**src/rtl/uart_rx_cfg.sv**
```systemverilog
// Configurable UART receiver: 2-flop synchronizer, 3-sample majority vote,
// optional parity, 1 or 2 stop bits, break detection, atomic output update.
module uart_rx_cfg #(
  parameter int unsigned CLKS_PER_BIT = 217,
  parameter int unsigned DATA_BITS    = 8,
  parameter int unsigned PARITY       = 0,
  parameter int unsigned STOP_BITS    = 1
) (
  input  logic                 i_Clk,
  input  logic                 i_Rst_L,
  input  logic                 i_RX_Serial,
  output logic                 o_RX_DV,
  output logic [DATA_BITS-1:0] o_RX_Byte,
  output logic                 o_Parity_Err,
  output logic                 o_Frame_Err,
  output logic                 o_Break
);

  localparam int unsigned CNT_W = (CLKS_PER_BIT > 1) ? $clog2(CLKS_PER_BIT) : 1;
  localparam logic [CNT_W-1:0] HALF_CNT  = CNT_W'((CLKS_PER_BIT - 1) / 2);
  localparam logic [CNT_W-1:0] LAST_CNT  = CNT_W'(CLKS_PER_BIT - 1);
  localparam logic [3:0]       DATA_LAST = 4'(DATA_BITS - 1);
  localparam logic [3:0]       STOP_LAST = 4'(STOP_BITS - 1);

  typedef enum logic [2:0] {
    S_IDLE    = 3'd0,
    S_START   = 3'd1,
    S_DATA    = 3'd2,
    S_PARITY  = 3'd3,
    S_STOP    = 3'd4,
    S_CLEANUP = 3'd5
  } state_t;

  state_t               state, state_next;
  logic                 sync1, sync2;
  logic [2:0]           hist;
  logic                 maj, fall;
  logic [CNT_W-1:0]     cnt, cnt_next;
  logic [3:0]           bit_cnt, bit_next;
  logic [DATA_BITS-1:0] data_sh;
  logic                 par_bit, stop0, ferr_acc;
  logic                 shift_en, par_en, stop_en, done;
  logic                 sample;
  logic                 first_stop, ferr_now, perr_now, brk_now;

  assign maj    = (hist[0] & hist[1]) | (hist[0] & hist[2]) | (hist[1] & hist[2]);
  assign fall   = ~sync2 & hist[0];
  assign sample = (cnt == LAST_CNT);

  always_ff @(posedge i_Clk or negedge i_Rst_L) begin
    if (!i_Rst_L) begin
      state   <= S_IDLE;
      cnt     <= '0;
      bit_cnt <= '0;
    end else begin
      state   <= state_next;
      cnt     <= cnt_next;
      bit_cnt <= bit_next;
    end
  end

  always_comb begin
    state_next = state;
    cnt_next   = cnt + 1'b1;
    bit_next   = bit_cnt;
    shift_en   = 1'b0;
    par_en     = 1'b0;
    stop_en    = 1'b0;
    done       = 1'b0;
    case (state)
      S_IDLE: begin
        cnt_next = '0;
        bit_next = '0;
        if (fall) state_next = S_START;
      end
      S_START: begin
        if (cnt == HALF_CNT) begin
          cnt_next   = '0;
          state_next = maj ? S_IDLE : S_DATA;
        end
      end
      S_DATA: begin
        if (sample) begin
          cnt_next = '0;
          shift_en = 1'b1;
          if (bit_cnt == DATA_LAST) begin
            bit_next   = '0;
            state_next = (PARITY != 0) ? S_PARITY : S_STOP;
          end else begin
            bit_next = bit_cnt + 1'b1;
          end
        end
      end
      S_PARITY: begin
        if (sample) begin
          cnt_next   = '0;
          par_en     = 1'b1;
          state_next = S_STOP;
        end
      end
      S_STOP: begin
        if (sample) begin
          cnt_next = '0;
          stop_en  = 1'b1;
          if (bit_cnt == STOP_LAST) begin
            bit_next   = '0;
            done       = 1'b1;
            state_next = S_CLEANUP;
          end else begin
            bit_next = bit_cnt + 1'b1;
          end
        end
      end
      S_CLEANUP: begin
        cnt_next = '0;
        if (maj) state_next = S_IDLE;
      end
      default: begin
        state_next = S_IDLE;
        cnt_next   = '0;
        bit_next   = '0;
      end
    endcase
  end

  // Error flags are resolved from the final stop sample so they land with the strobe.
  always_comb begin
    first_stop = (bit_cnt == '0) ? maj : stop0;
    ferr_now   = ferr_acc | ~maj;
    brk_now    = ~(|data_sh) & ((PARITY == 0) | ~par_bit) & ~first_stop;
    perr_now   = 1'b0;
    if (PARITY == 1) perr_now = ~(^{data_sh, par_bit});
    else if (PARITY == 2) perr_now = ^{data_sh, par_bit};
  end

  always_ff @(posedge i_Clk or negedge i_Rst_L) begin
    if (!i_Rst_L) begin
      sync1        <= 1'b1;
      sync2        <= 1'b1;
      hist         <= '1;
      data_sh      <= '0;
      par_bit      <= 1'b0;
      stop0        <= 1'b0;
      ferr_acc     <= 1'b0;
      o_RX_DV      <= 1'b0;
      o_RX_Byte    <= '0;
      o_Parity_Err <= 1'b0;
      o_Frame_Err  <= 1'b0;
      o_Break      <= 1'b0;
    end else begin
      sync1   <= i_RX_Serial;
      sync2   <= sync1;
      hist    <= {hist[1:0], sync2};
      o_RX_DV <= done;
      if (shift_en) data_sh <= {maj, data_sh[DATA_BITS-1:1]};
      if (par_en) par_bit <= maj;
      if (state == S_IDLE) begin
        ferr_acc <= 1'b0;
      end else if (stop_en) begin
        ferr_acc <= ferr_now;
        if (bit_cnt == '0) stop0 <= maj;
      end
      if (done) begin
        o_RX_Byte    <= data_sh;
        o_Parity_Err <= perr_now;
        o_Frame_Err  <= ferr_now;
        o_Break      <= brk_now;
      end
    end
  end

endmodule

```
**config.mk**
```make
export PLATFORM = sky130hd
export DESIGN_NAME = uart_rx_cfg
export DESIGN_NICKNAME = d
export VERILOG_FILES = /design/src/rtl/uart_rx_cfg.sv
export SDC_FILE = /design/constraint.sdc
export NUM_CORES = 1
export LEC_CHECK = 0
export ABC_AREA = 0
export BUFFER_PORTS_ARGS = -buffer_cell sky130_fd_sc_hd__clkbuf_2
export CORE_UTILIZATION = 48
export CTS_CLUSTER_DIAMETER = 100
export CTS_CLUSTER_SIZE = 30
export DETAILED_ROUTE_END_ITERATION = 8
export PLACE_DENSITY = 0.72
export SLEW_MARGIN = 10
export SYNTH_ARGS = -nofsm -noshare
export SYNTH_HDL_FRONTEND = slang
export SYNTH_SLANG_ARGS = --single-unit
```
**constraint.sdc**
```tcl
create_clock -name i_Clk -period 1.8 [get_ports i_Clk]
set_input_delay 0.54 -clock i_Clk [delete_from_list [all_inputs] [get_ports i_Clk]]
set_output_delay 0.54 -clock i_Clk [all_outputs]
set_load 0.02 [all_outputs]
```
# Word-level counts from Yosys, hierarchy flattened
# Index checks and enable logic that the tools add are counted.
[totals]
regBits = 41
inputBits = 3
output_inout_bits = 12
elab_cells = 81
[classes]
addsub = 2
n_eq_ne = 16
mux = 27
bitwise = 14
n_reduce_logical = 9
[ops]
columns = ["cell", "count"]
rows = [
  ["two-way mux 3 bit", 8],
  ["case mux 3 bit (6 select lines)", 1],
  ["two-way mux 4 bit", 4],
  ["two-way mux 8 bit", 2],
  ["!= test 2 bit, second input constant", 8],
  ["case mux 8 bit (2 select lines)", 1],
  ["case mux 4 bit (3 select lines)", 1],
  ["two-way mux 1 bit", 9],
  ["adder 8 x 1 -> 8 bit, second input constant", 1],
  ["equality test 8 x 7 -> 1 bit, second input constant", 1],
  ["equality test 8 bit, second input constant", 1],
  ["AND reduction 8 bit", 1],
  ["OR reduction 8 bit", 1],
  ["equality test 3 x 2 -> 1 bit, second input constant", 2],
  ["equality test 3 bit, second input constant", 2],
  ["inverter 1 bit", 6],
  ["OR reduction 3 bit", 2],
  ["AND 1 bit", 5],
  ["adder 4 x 1 -> 4 bit, second input constant", 1],
  ["equality test 4 x 3 -> 1 bit, second input constant", 1],
  ["logical NOT 4 bit", 1],
  ["equality test 3 x 1 -> 1 bit, second input constant", 1],
  ["logical NOT 3 bit", 1],
  ["bitwise OR 1 bit", 3],
  ["4 further kinds", 4],
]

# Logic depth before layout (Yosys ltp)
# Gate-level depths: netlist (run 1).
[depth]
ltp_word = 7
mapped_depth = 7
ltp_nobuf = 6

# Worst setup path after synthesis (run 1)
# OpenSTA, ideal clock, no wires.
[synth_path]
kind = "reg2reg"
startpoint = "reg cnt[0]"
endpoint = "reg data_sh[0]"
setup_time_ns = 0.125
arrival_ns = 1.872
required_time_ns = 1.675
setup_slack_ns = -0.197
stages_incl_launch_ff = 8
path_buffers = 1
synth_period_minus_slack_ns = 1.997
path_cell_list = "dfrtp_1 -> inv_1 -> ha_1 -> nand4b_1 -> or3_1 -> buf_2 -> nor3_4 -> mux2_2"
[synth_between]
elab_chain_len = 3
[synth_rtl]
columns = ["element", "line_no", "rtl"]
rows = [
  ["start, declared", "38", "logic [CNT_W-1:0] cnt, cnt_next;"],
  ["start signal, assigned", "57", "cnt <= cnt_next;"],
  ["equality test 8 bit", "48", "assign sample = (cnt == LAST_CNT);"],
  ["two-way mux 1 bit", "--", ""],
  ["two-way mux 1 bit", "70", "case (state)"],
  ["end signal, assigned", "155", "if (shift_en) data_sh <= {maj, data_sh[DATA_BITS-1:1]};"],
  ["end, declared", "40", "logic [DATA_BITS-1:0] data_sh;"],
]
# Every way passes these cells.
# A chain may end at the register's enable or synchronous reset.

# Worst setup path in the final report (run 1)
[layout_path]
startpoint = "reg cnt[0]"
endpoint = "reg data_sh[5]"
# The elaborated chain is that of the path after synthesis.

==> summary.md, run 1 <==
| Metric | Value |
|---|---|
| Count of warnings emitted by yosys | `0` |
| Share of the cycle needed by the critical path after routing | `104%` |
| Number of placement rows | `22` |
| CTS sink cnt | `40` |
| Layout net count | `a little under 200` |
| Final setup margin | `-64.7 ps` |
| Clock Pin Slew Worst Setup and Hold Paths | `80 ps` |
| Pin count of the biggest net entering global routing | `41` |
| Number of vias per cell after detailed routing | `around 5.5` |
| Aggregate global-route resource usage | `between 20% and 30%` |
| Buffers from clock root to sink, at most | `2` |
| Number of hold violations in the final report | `0` |
| Power density of the placed cells | `1020 mW/mm²` |
| Tot Pwr | `2.31 mW` |
| Syn Area/Cell | `11.9 µm²` |
| Global-route track usage on met3 | `7.50%` |
| Total via count after detailed routing | `1310` |
| Initial Util | `50.2%` |
| Relative contribution of the clock network to total power | `approximately a quarter` |
| Total negative setup slack | `-406 ps` |
| Post-synth ARST share | `100%` |
| First-pass iteration count of the detailed router | `4` |
| Core Footprint | `between 0.003 and 0.004 mm²` |
| Type of element launching the critical path | `register` |
| Aggregate routed wire length | `3570 µm` |
| Met2 track demand over resource | `just over 30%` |
| I/O Pins | `15` |
| TritonCTS clock tree | `done` |
| Later-pin clock latency in the skew report | `300 ps` |
| Total number of H-tree levels | `2` |
| Horizontal extent of the die | `64.1 µm` |
| Fraction of power consumed by sequential logic | `approximately 44%` |
| Failing checks | `setup timing` |
| Most used cells in the layout excluding fill and tap cells | `dfrtp_1 (35), buf_4 (18), clkbuf_2 (13)` |
| Final setup vio count | `9` |
| Critical path endpoint category | `register` |
| Most frequent standard cell in the layout excluding fill and tap cells | `dfrtp_1` |
| Met1 usage in global routing | `25.3%` |
| Clock Tree Root | `clkbuf_8` |
| Count of buffers from port buffering | `13` |
| Count of antenna diodes in the layout | `0` |
| Final Hold Slack | `about 280 ps` |
| Worst path arrival time | `a little over 2000 ps` |
| Path class of the lowest-slack min-delay path | `in -> async` |
| Count of unresolved DRC violations after routing | `0` |
| Die Outline Area | `0.00411 mm²` |
| Detailed router's first-iteration violation count | `169` |
| Total CTS buffers | `5` |
| Status | `finished with violations` |
| Logic gate share of total power | `between 30% and 40%` |
| Number of enable-type register cells in the synthesized netlist | `0` |
| Time the final worst path needs with I/O delays and setup | `1860 ps` |
| Post-placement cell count | `approximately 230` |
| Share of synthesized area occupied by flip-flops and latches | `between 50% and 60%` |
| Sum of overflow across all layers after global routing | `0` |
| Synthesized netlist cell count | `156` |
| Relative area change from synthesis to final layout | `21.6%` |
| Post-synthesis net count | `163` |
| Average wire length per cell after detail routing | `15.0 µm` |
| Fraction of layout instances using a drive strength above 1 | `39.5%` |
| Final std cells w/o fill | `238` |
| Top achievable clock speed | `0.536 GHz` |
| Sw Pwr | `0.756 mW` |
| R2r worst-path depth | `7` |
| Number of global-route vias before repair | `1310` |
| Filler cell count in the final layout | `281` |
| Busiest grt layer | `met2` |
| Data required time at the worst endpoint | `1980 ps` |
| Unrepaired setup endpoints after global routing | `true` |
| Worst clock skew | `6.78 ps` |
| Worst-case vdd ir drop | `~0.6 mV` |
| Main synth FF type | `dfrtp_1` |
| Leak pwr | `1.13 nW` |
| Antenna violations before repair | `0` |
| Internal portion of total power | `1.55 mW` |
| Y dimension of the die | `64.1 µm` |
| RD Place Congestion | `0.848` |
| Max-slew violation count | `0` |
| Area of the mapped netlist | `0.00185 mm²` |
| Count of state elements after synthesis | `40` |
| WS Path Type | `reg -> reg` |
| Maximum fanout encountered on the critical timing path | `8` |
| HPWL after detailed placement | `2410 µm` |
| Routed Antenna Nets | `0` |
| Switching Fraction | `32.8%` |
| Wire length of the first global-routing pass | `~6000 µm` |
| End-of-flow core utilization | `61.1%` |
| Max-capacitance violation count | `0` |
| Number of library cell types mapped by synthesis | `between 40 and 50` |
## area by class of cell
type | count | area, µm² | area share (%)
repair buffers | 32 | 220 | 9.78
clock inverters | 3 | 18.8 | 0.833
multi-input cells | 102 | 847 | 37.6
flip-flops and latches | 40 | 1010 | 44.7
well taps | 48 | 60.1 | 2.67
clock buffers | 5 | 68.8 | 3.06
inverters | 8 | 30.0 | 1.33
## kinds of logic (layout without fill, tap and decap cells)
logic type	Yosys count	count (layout)	synth area share [%]
and+or+nand+nor	47	47	14.7
DFF	40	40	54.4
AOI/OAI and AO/OA	24	24	9.73
muxes	19	19	11.6
buffers and inverters	14	48	3.38
xor gates and xnor gates	6	6	2.84
adders and majority gates	5	5	3.24
other	1	1	0.203
## power by group through the flow
stage / logic, mW / registers (mW) / clock network (mW)
floorplan: 0.396 / 1.01 / 0
global placement: 0.633 / 1.02 / 0
detailed placement: 0.651 / 1.02 / 0
CTS: 0.682 / 1.01 / 0.603
global route: 0.803 / 1.01 / 0.638
finish: 0.719 / 1.01 / 0.578
## critical path, cell delays in order, from the launching register on
cell      delay, ps
dfrtp_1         390
inv_2            70
ha_4            120
nand4b_1        110
or3_4           360
nor3_4          230
buf_12          160
mux2_4          310
## state kept, by name (all words and copies together) (netlist names), 3 cells and up
| name | count |
|---|---|
| cnt | 8 |
| bit_cnt | 4 |
| o_RX_Byte | 8 |
| data_sh | 8 |
| state | 3 |
| hist | 3 |
## layer usage
layer,up-vias,share of wire [%]
li1,624,-
met1,652,47
met2,29,47
met3,5,4.0
met4,0,1.8
met5,-,0
## metrics by stage
| step | setup slack [ps] | instance area [µm²] |
|---|---|---|
| after global routing | -151 | 2250 |
| after detailed placement | -91.2 | 2090 |
| after CTS | -80.0 | 2200 |
| after floorplan | -149 | 1850 |
| final | -64.7 | 2250 |
| after global placement | -51.7 | 2090 |
## cell usage after synthesis (all sizes together) (2+ instances only)
cell	n	area share, %
and3	2	0.68
nor2	12	2.4
nand2	4	0.81
dfstp	5	7.1
nor3b	2	0.81
nor2b	3	1.0
nand2b	3	1.0
a21oi	7	2.1
or4	2	0.81
a21o	4	1.6
nand3	3	0.81
nand4	4	1.4
buf	4	1.4
clkbuf	2	0.41
dfrtp	35	47
nor3	5	2.0
o211ai	2	0.81
ha	4	2.7
inv	7	1.4
mux2	19	12
xor2	5	2.4
## worst paths after layout
path | startpoint | slack [ps] | to
hold / removal | i_Rst_L | 280 | o_RX_DV$_DFF_PN0_
setup / recovery | cnt[0]$_DFF_PN0_ | -60 | data_sh[5]$_DFFE_PN0P_
min in group i_Clk | i_RX_Serial | 330 | sync1$_DFF_PN1_
hold reg to reg | sync1$_DFF_PN1_ | 360 | sync2$_DFF_PN1_
max in group asynchronous | i_Rst_L | 1140 | sync1$_DFF_PN1_
setup reg to reg | cnt[0]$_DFF_PN0_ | -60 | data_sh[5]$_DFFE_PN0P_
## repair_timing
action | CTS | global route
hold buffers | 0 | 0
resized for setup | 5 | 12
pin swaps | 0 | 3
endpoints found under the setup margin | 12 | 30
buffers inserted | 0 | 1
Power figures use the tool's default switching activity.
==> run 2: changes to the inputs <==
--- a/config.mk
+++ b/config.mk
@@ -6,7 +6,7 @@
 export NUM_CORES = 1
 export LEC_CHECK = 0
 export ABC_AREA = 0
-export BUFFER_PORTS_ARGS = -buffer_cell sky130_fd_sc_hd__clkbuf_2
+export BUFFER_PORTS_ARGS = -buffer_cell sky130_fd_sc_hd__buf_2
 export CORE_UTILIZATION = 48
 export CTS_CLUSTER_DIAMETER = 100
 export CTS_CLUSTER_SIZE = 30
==> run 2 against run 1 <==
The run still ends with setup timing left. Largest power group unchanged. Maximum frequency is 0.70% higher. Register-to-register slack hardly changed. Core utilization is 0.78 points lower. Sequential cell count stayed put. Setup slack better by 13 ps. Sequential power hardly changed. Largest cell class unchanged. Cell count is 0.84% higher.
==> summary.md, run 2 (synthesis results as in run 1) <==
| Metric | Value |
|---|---|
| Status | `finished with violations` |
| Failing checks | `setup timing` |
| Tot Pwr | `2.28 mW (-1.4%)` |
| Count of unresolved DRC violations after routing | `0 (unchanged)` |
| Critical Path Source | `cnt[0]$_DFF_PN0_` |
| Internal portion of total power | `1.57 mW (+0.91%)` |
| Aggregate global-route resource usage | `17.6% (-2.5 points)` |
| Critical path endpoint category | `register` |
| Power density of the placed cells | `1020 mW/mm² (about the same)` |
| Final setup vio count | `10 (+1)` |
| End-of-flow core utilization | `60.3% (-0.78 points)` |
| Average wire length per cell after detail routing | `13.8 µm (-8.0%)` |
| Final setup margin | `-51.8 ps (+12.9 ps)` |
| Number of placement rows | `22 (unchanged)` |
| HPWL after detailed placement | `2380 µm (-1.3%)` |
| Buffers from clock root to sink, at most | `2 (unchanged)` |
| Relative contribution of the clock network to total power | `26.1% (+1.1 points)` |
| Source of the worst register-to-register timing path | `cnt[0]$_DFF_PN0_` |
| Max-slew violation count | `0 (unchanged)` |
| WS Path Type | `reg -> reg` |
| Pin count of the biggest net entering global routing | `41 (unchanged)` |
| Share of the cycle needed by the critical path after routing | `103% (-0.72 points)` |
| Leak pwr | `1.14 nW (+0.52%)` |
| Most used cells in the layout excluding fill and tap cells | `dfrtp_1 (35), mux2_2 (19), buf_4 (19)` |
| Count of buffers added by post-CTS timing repair for setup | `0 (unchanged)` |
| Slowest cell delay on critical path | `400 ps (about the same)` |
| First-pass iteration count of the detailed router | `4 (unchanged)` |
| Top Registers | `cnt (8), data_sh (8), o_RX_Byte (8)` |
| Total negative setup slack | `-368 ps (+37.9 ps)` |
| Switching Fraction | `31.2% (-1.5 points)` |
| CTS sink cnt | `40 (unchanged)` |
| Buffers and inverters on the worst path | `2 (unchanged)` |
| Clock Tree Root | `clkbuf_8` |
| Aggregate routed wire length | `3310 µm (-7.3%)` |
| RD Place Congestion | `0.822 (-3.1%)` |
| Logic gate share of total power | `29.3% (-1.9 points)` |
| I/O Pins | `15 (unchanged)` |
| CP cell instances | `inv_1, ha_1, nand4b_1, or3_4, buf_4, a2111o_1, o211ai_1` |
| Sw Pwr | `0.710 mW (-6.0%)` |
| Detailed router's first-iteration violation count | `57 (-66%)` |
| Later-pin clock latency in the skew report | `280 ps (-20 ps)` |
| Final Hold Slack | `302 ps (+19.2 ps)` |
| Max-capacitance violation count | `0 (unchanged)` |
| Type of element launching the critical path | `register` |
| Y dimension of the die | `64.1 µm (unchanged)` |
| Die Outline Area | `0.00411 mm² (unchanged)` |
| Maximum fanout encountered on the critical timing path | `6 (-2)` |
| Count of buffers from port buffering | `13 (unchanged)` |
| Unrepaired setup endpoints after global routing | `true` |
| Fraction of power consumed by sequential logic | `44.6% (+0.8 points)` |
| Routed Antenna Nets | `0 (unchanged)` |
| Layout net count | `198 (+1.0%)` |
| Relative area change from synthesis to final layout | `20.1%` |
| Path class of the lowest-slack min-delay path | `in -> async` |
| Data required time at the worst endpoint | `1990 ps (about the same)` |
| Worst path arrival time | `2040 ps (about the same)` |
| Count of antenna diodes in the layout | `0 (unchanged)` |
| Sum of overflow across all layers after global routing | `0 (unchanged)` |
| Wire length of the first global-routing pass | `5560 µm (-7.4%)` |
| Total number of H-tree levels | `2 (unchanged)` |
| Worst path slowest cell | `a2111o_1` |
| Total CTS buffers | `5 (unchanged)` |
| Worst clock skew | `3.79 ps (-2.99 ps)` |
| Core Footprint | `0.00369 mm² (unchanged)` |
| Number of vias per cell after detailed routing | `5.32 (-3.3%)` |
| Number of hold violations in the final report | `0 (unchanged)` |
| Summed area of non-filler cells in the final layout | `0.00222 mm² (-1.3%)` |
| Horizontal extent of the die | `64.1 µm (unchanged)` |
| Delay-heaviest family, CP | `compound AO/OA/AOI/OAI gates` |
| Top achievable clock speed | `0.540 GHz (+0.70%)` |
| Worst-case vdd ir drop | `0.697 mV (+17%)` |
| Most frequent standard cell in the layout excluding fill and tap cells | `dfrtp_1` |
| Antenna violations before repair | `0 (unchanged)` |
| Total via count after detailed routing | `1277 (-2.5%)` |
| Placed cell areas | `0.00211 mm² (+1.1%)` |
| Time the final worst path needs with I/O delays and setup | `1850 ps (-12.9 ps)` |
| Clock Pin Slew Worst Setup and Hold Paths | `70 ps (about the same)` |
| Fraction of layout instances using a drive strength above 1 | `37.0% (-2.5 points)` |
| Number of global-route vias before repair | `1250 (-4.6%)` |
| TritonCTS clock tree | `done` |
| Initial Util | `50.2% (unchanged)` |
[run 2: changes by cell type in the layout (fill, tap and decap cells not counted), moves of 2 or more]
cell / delta
mux2_2: +8
clkinv_2: -2
buf_2: +13
clkbuf_2: -13
inv_2: -2
inv_1: +2
mux2_4: -8
[run 2: timing repair]
action	4_1_cts	5_1_grt
resized for setup	2	2
hold buffers	0	0
endpoints found under the setup margin	29	30
pin swaps	1	0
[run 2: cell type report]
cell class | count | area, µm²
clock buffers | 7 | 86.3
flip-flops and latches | 40 | 1010
clock inverters | 1 | 7.51
repair buffers | 34 | 239
well taps | 48 | 60.1
multi-input cells | 102 | 793
fillers | 304 | 1470
inverters | 8 | 30.0
[run 2: routing by layer]
metal | up-vias | track usage (%) | routed length (µm)
met3 | 2 | 4.29 | 71
li1 | 632 | - | -
met4 | 0 | 5.00 | 8
met1 | 631 | 23.2 | 1560
met2 | 12 | 29.0 | 1670
met5 | - | 0 | 0
[run 2: stage by stage]
stage               worst slack (ps)  std cells
global placement               -63.3        232
finish                         -51.8        240
floorplan                       -149        156
global route                    -133        240
CTS                            -66.6        240
detailed placement              -112        232
[run 2: worst paths after layout]
path / endpoint / slack [ps] / cells after the start
setup / recovery: state[0]$_DFFE_PN0P_ / -50 / 7
setup reg to reg: state[0]$_DFFE_PN0P_ / -50 / 7
hold reg to reg: sync2$_DFF_PN1_ / 360 / 0
max in group asynchronous: sync1$_DFF_PN1_ / 1130 / 2
min in group i_Clk: sync1$_DFF_PN1_ / 360 / 1
hold / removal: bit_cnt[1]$_DFFE_PN0P_ / 300 / 2
[run 2: power groups by stage]
stage / logic (mW) / clock network, mW / registers (mW)
floorplan: 0.396 / 0 / 1.01
global placement: 0.625 / 0 / 1.03
detailed placement: 0.644 / 0 / 1.03
CTS: 0.651 / 0.619 / 1.01
global route: 0.742 / 0.642 / 1.02
finish: 0.666 / 0.595 / 1.01
==> run 3: changes to the inputs <==
--- a/config.mk
+++ b/config.mk
@@ -5,14 +5,14 @@
 export SDC_FILE = /design/constraint.sdc
 export NUM_CORES = 1
 export LEC_CHECK = 0
-export ABC_AREA = 0
+export ABC_AREA = 1
 export BUFFER_PORTS_ARGS = -buffer_cell sky130_fd_sc_hd__buf_2
 export CORE_UTILIZATION = 48
 export CTS_CLUSTER_DIAMETER = 100
 export CTS_CLUSTER_SIZE = 30
 export DETAILED_ROUTE_END_ITERATION = 8
-export PLACE_DENSITY = 0.72
-export SLEW_MARGIN = 10
+export PLACE_DENSITY = 0.71
+export SLEW_MARGIN = 20
 export SYNTH_ARGS = -nofsm -noshare
 export SYNTH_HDL_FRONTEND = slang
 export SYNTH_SLANG_ARGS = --single-unit
==> run 3 against run 2 <==
The flow now finishes without violations. Sequential cell count is 1 higher. Maximum frequency up 18%. First-iteration DRC count is 58% higher. Design area increased by 0.11%. Routed wire length up 3.8%. Register-to-register slack improved by 280 ps. Sequential power up 7%. Largest cell class unchanged. Largest power group unchanged. Highest routed layer unchanged.
==> summary.md, run 3 <==
| Metric | Value |
|---|---|
| Aggregate global-route resource usage | `18.1% (+0.47 points)` |
| Count of antenna diodes in the layout | `0 (unchanged)` |
| Initial Util | `50.3% (+0.094 points)` |
| Y dimension of the die | `66.7 µm (+4.1%)` |
| Max-capacitance violation count | `0 (unchanged)` |
| Syn Area/Cell | `8.60 µm² (-28%)` |
| Post-synth top area cell | `dfrtp_1` |
| Share of synthesized area occupied by flip-flops and latches | `51.3% (-3.1 points)` |
| Count of warnings emitted by yosys | `0 (unchanged)` |
| HPWL after detailed placement | `2600 µm (+9.0%)` |
| Number of cells on the critical path | `10 (+3)` |
| Wire length of the first global-routing pass | `5930 µm (+6.6%)` |
| Most used cells in the layout excluding fill and tap cells | `nand2_1 (63), dfrtp_1 (36), inv_1 (27)` |
| Storage element area | `0.00103 mm² (+2.5%)` |
| Clock Pin Slew Worst Setup and Hold Paths | `80 ps (about the same)` |
| Post-synth top cells | `nand2_1 (63), dfrtp_1 (36), inv_1 (27)` |
| Total number of H-tree levels | `2 (unchanged)` |
| Most frequent standard cell in the layout excluding fill and tap cells | `nand2_1` |
| Total negative setup slack | `0 ps (+368 ps)` |
| Ranking of synthesized cells by area | `dfrtp_1 (45%), nand2_1 (12%), dfstp_2 (6.5%)` |
| Die Outline Area | `0.00445 mm² (+8.4%)` |
| Layout net count | `260 (+31%)` |
| Buffers from clock root to sink, at most | `2 (unchanged)` |
| Worst-case vdd ir drop | `0.447 mV (-36%)` |
| Critical Path Source | `cnt[0]$_DFF_PN0_` |
| Pin count of the biggest net entering global routing | `21 (-49%)` |
| R2r worst-path depth | `10 (+3)` |
| Met2 wire length | `1630 µm (-2.3%)` |
| Metal1 wirelength | `1630 µm (+4.2%)` |
| Total CTS buffers | `5 (unchanged)` |
| DR top layer | `met4` |
| Register-to-register path setup slack | `230 ps (+280 ps)` |
| Top achievable clock speed | `0.636 GHz (+18%)` |
| Type of element launching the critical path | `register` |
| I/O Pins | `15 (unchanged)` |
| Main synth FF type | `dfrtp_1` |
| Buffers and inverters on the worst path | `2 (unchanged)` |
| TritonCTS clock tree | `done` |
| Data required time at the worst endpoint | `2020 ps (+30 ps)` |
| Number of placement rows | `23 (+4.5%)` |
| Sum of overflow across all layers after global routing | `0 (unchanged)` |
| Power density of the placed cells | `1020 mW/mm² (-0.82%)` |
| Number of library cell types mapped by synthesis | `26 (-43%)` |
| Number of hold violations in the final report | `0 (unchanged)` |
| Number of vias per cell after detailed routing | `4.87 (-8.5%)` |
| Max-slew violation count | `0 (unchanged)` |
| First-pass iteration count of the detailed router | `6 (+2)` |
| Delay-heaviest family, CP | `simple AND/OR/NAND/NOR gates` |
| Maximum fanout encountered on the critical timing path | `15 (+9)` |
| Number of enable-type register cells in the synthesized netlist | `0 (unchanged)` |
| Post-synthesis net count | `241 (+48%)` |
| Area of the mapped netlist | `0.00201 mm² (+8.6%)` |
| Unrepaired setup endpoints after global routing | `false` |
| Total via count after detailed routing | `1480 (+16%)` |
| Aggregate routed wire length | `3440 µm (+3.8%)` |
| Worst path slowest cell | `dfrtp_1` |
| Average wire length per cell after detail routing | `11.3 µm (-18%)` |
| RD Place Congestion | `0.855 (+4.0%)` |
| Time the final worst path needs with I/O delays and setup | `1570 ps (-279 ps)` |
| Count of unresolved DRC violations after routing | `0 (unchanged)` |
| Detailed-routed wire length on met3 | `117 µm (+65%)` |
| Synthesized netlist cell count | `234 (+50%)` |
| Relative area change from synthesis to final layout | `10.6%` |
| Share of the cycle needed by the critical path after routing | `87.4% (-15 points)` |
| WS Path Type | `reg -> reg` |
| Count of state elements after synthesis | `41 (+2.5%)` |
| Worst clock skew | `7.80 ps (+4.01 ps)` |
| CP cell instances | `inv_1, ha_1, nand2_1, nor2_2, nand2_4, nor2_4, nand2_4, inv_2, nor2_1, a21oi_1` |
| Area of the multi-input gates | `828 µm² (+4.4%)` |
| Post-cts sizing count | `0 (-2)` |
| Tot Pwr | `2.26 mW (-0.71%)` |
| Number of global-route vias before repair | `1396 (+12%)` |
| Worst path arrival time | `1790 ps (-250 ps)` |
| Status | `finished clean` |
| Slowest cell delay on critical path | `400 ps (about the same)` |
| Fraction of layout instances using a drive strength above 1 | `22.4% (-15 points)` |
| Critical path endpoint category | `register` |
| Count of buffers from port buffering | `13 (unchanged)` |
| Total of hold buffers inserted after clock tree synthesis | `0 (unchanged)` |
| Clock Tree Root | `clkbuf_8` |
| Cell with the most instances on the worst path | `nand2_4` |
| Later-pin clock latency in the skew report | `290 ps (about the same)` |
| Filler cell count in the final layout | `376 (+24%)` |
| Most repeated cell in the gate-level netlist after synthesis | `nand2_1` |
| Source of the worst register-to-register timing path | `cnt[0]$_DFF_PN0_` |
| Antenna violations before repair | `0 (unchanged)` |
| Path class of the lowest-slack min-delay path | `in -> async` |
| Routed Antenna Nets | `0 (unchanged)` |
| Horizontal extent of the die | `66.7 µm (+4.1%)` |
| Detailed router's first-iteration violation count | `90 (+58%)` |
| Share of the synthesized area in the top cell type | `44.8% (-2.5 points)` |
| Leak pwr | `1.14 nW (+0.10%)` |
| Count of buffers added by post-CTS timing repair for setup | `0 (unchanged)` |
| Top Registers | `cnt (8), data_sh (8), o_RX_Byte (8)` |
| Post-synth ARST share | `100% (unchanged)` |
| CTS sink cnt | `41 (+2.5%)` |
| Core Footprint | `0.00400 mm² (+8.4%)` |
| Final setup vio count | `0 (-10)` |
==> run 3: stage by stage <==
step	util, %	setup WS, ps	hold slack, ps	instances	cell area (µm²)
after floorplan	-	328	244	234	2010
after global placement	53.6	283	346	296	2140
after detailed placement	53.6	214	347	296	2140
after CTS	55.6	196	133	304	2230
after global routing	55.6	69.0	140	304	2230
final	55.6	227	124	304	2230
==> run 3: cell families (layout without fill, tap and decap cells) <==
kind of cell | count (synthesis) | after routing | synth area share (%)
buffers and inverters | 36 | 56 | 7.52
DFF | 41 | 41 | 51.3
other | 1 | 1 | 0.186
and+or+nand+nor | 119 | 119 | 27.9
adders and majority gates | 4 | 4 | 2.49
xor gates and xnor gates | 4 | 4 | 1.74
AOI/OAI and AO/OA | 29 | 29 | 8.83
==> run 3: report_power, final <==
part           total, mW  leakage (nW)  internal (mW)  switching (mW)
sequential          1.08         0.551          0.989          0.0881
combinational      0.610         0.547          0.191           0.419
clock              0.572        0.0450          0.269           0.304
total               2.26          1.14           1.45           0.811
==> run 3: worst paths after layout <==
path	end
setup / recovery	o_RX_Byte[3]$_DFFE_PN0P_
hold / removal	o_RX_Byte[3]$_DFFE_PN0P_
setup reg to reg	o_RX_Byte[3]$_DFFE_PN0P_
hold reg to reg	sync2$_DFF_PN1_
max in group asynchronous	sync1$_DFF_PN1_
min in group i_Clk	sync1$_DFF_PN1_
==> run 3: layout make-up <==
class,count,share of cell area [%]
Clock buffer,6,3.26
Clock inverter,2,0.450
Inverter,32,5.40
Multi-Input combinational cell,157,37.2
Sequential cell,41,46.4
Tap cell,50,2.81
Timing Repair Buffer,16,4.50
==> run 3: per-layer routing <==
layer / vias up / GRT usage [%]
met5: - / 0
met3: 5 / 3.60
met2: 26 / 30.4
met1: 681 / 21.9
li1: 768 / -
met4: 0 / 8.78
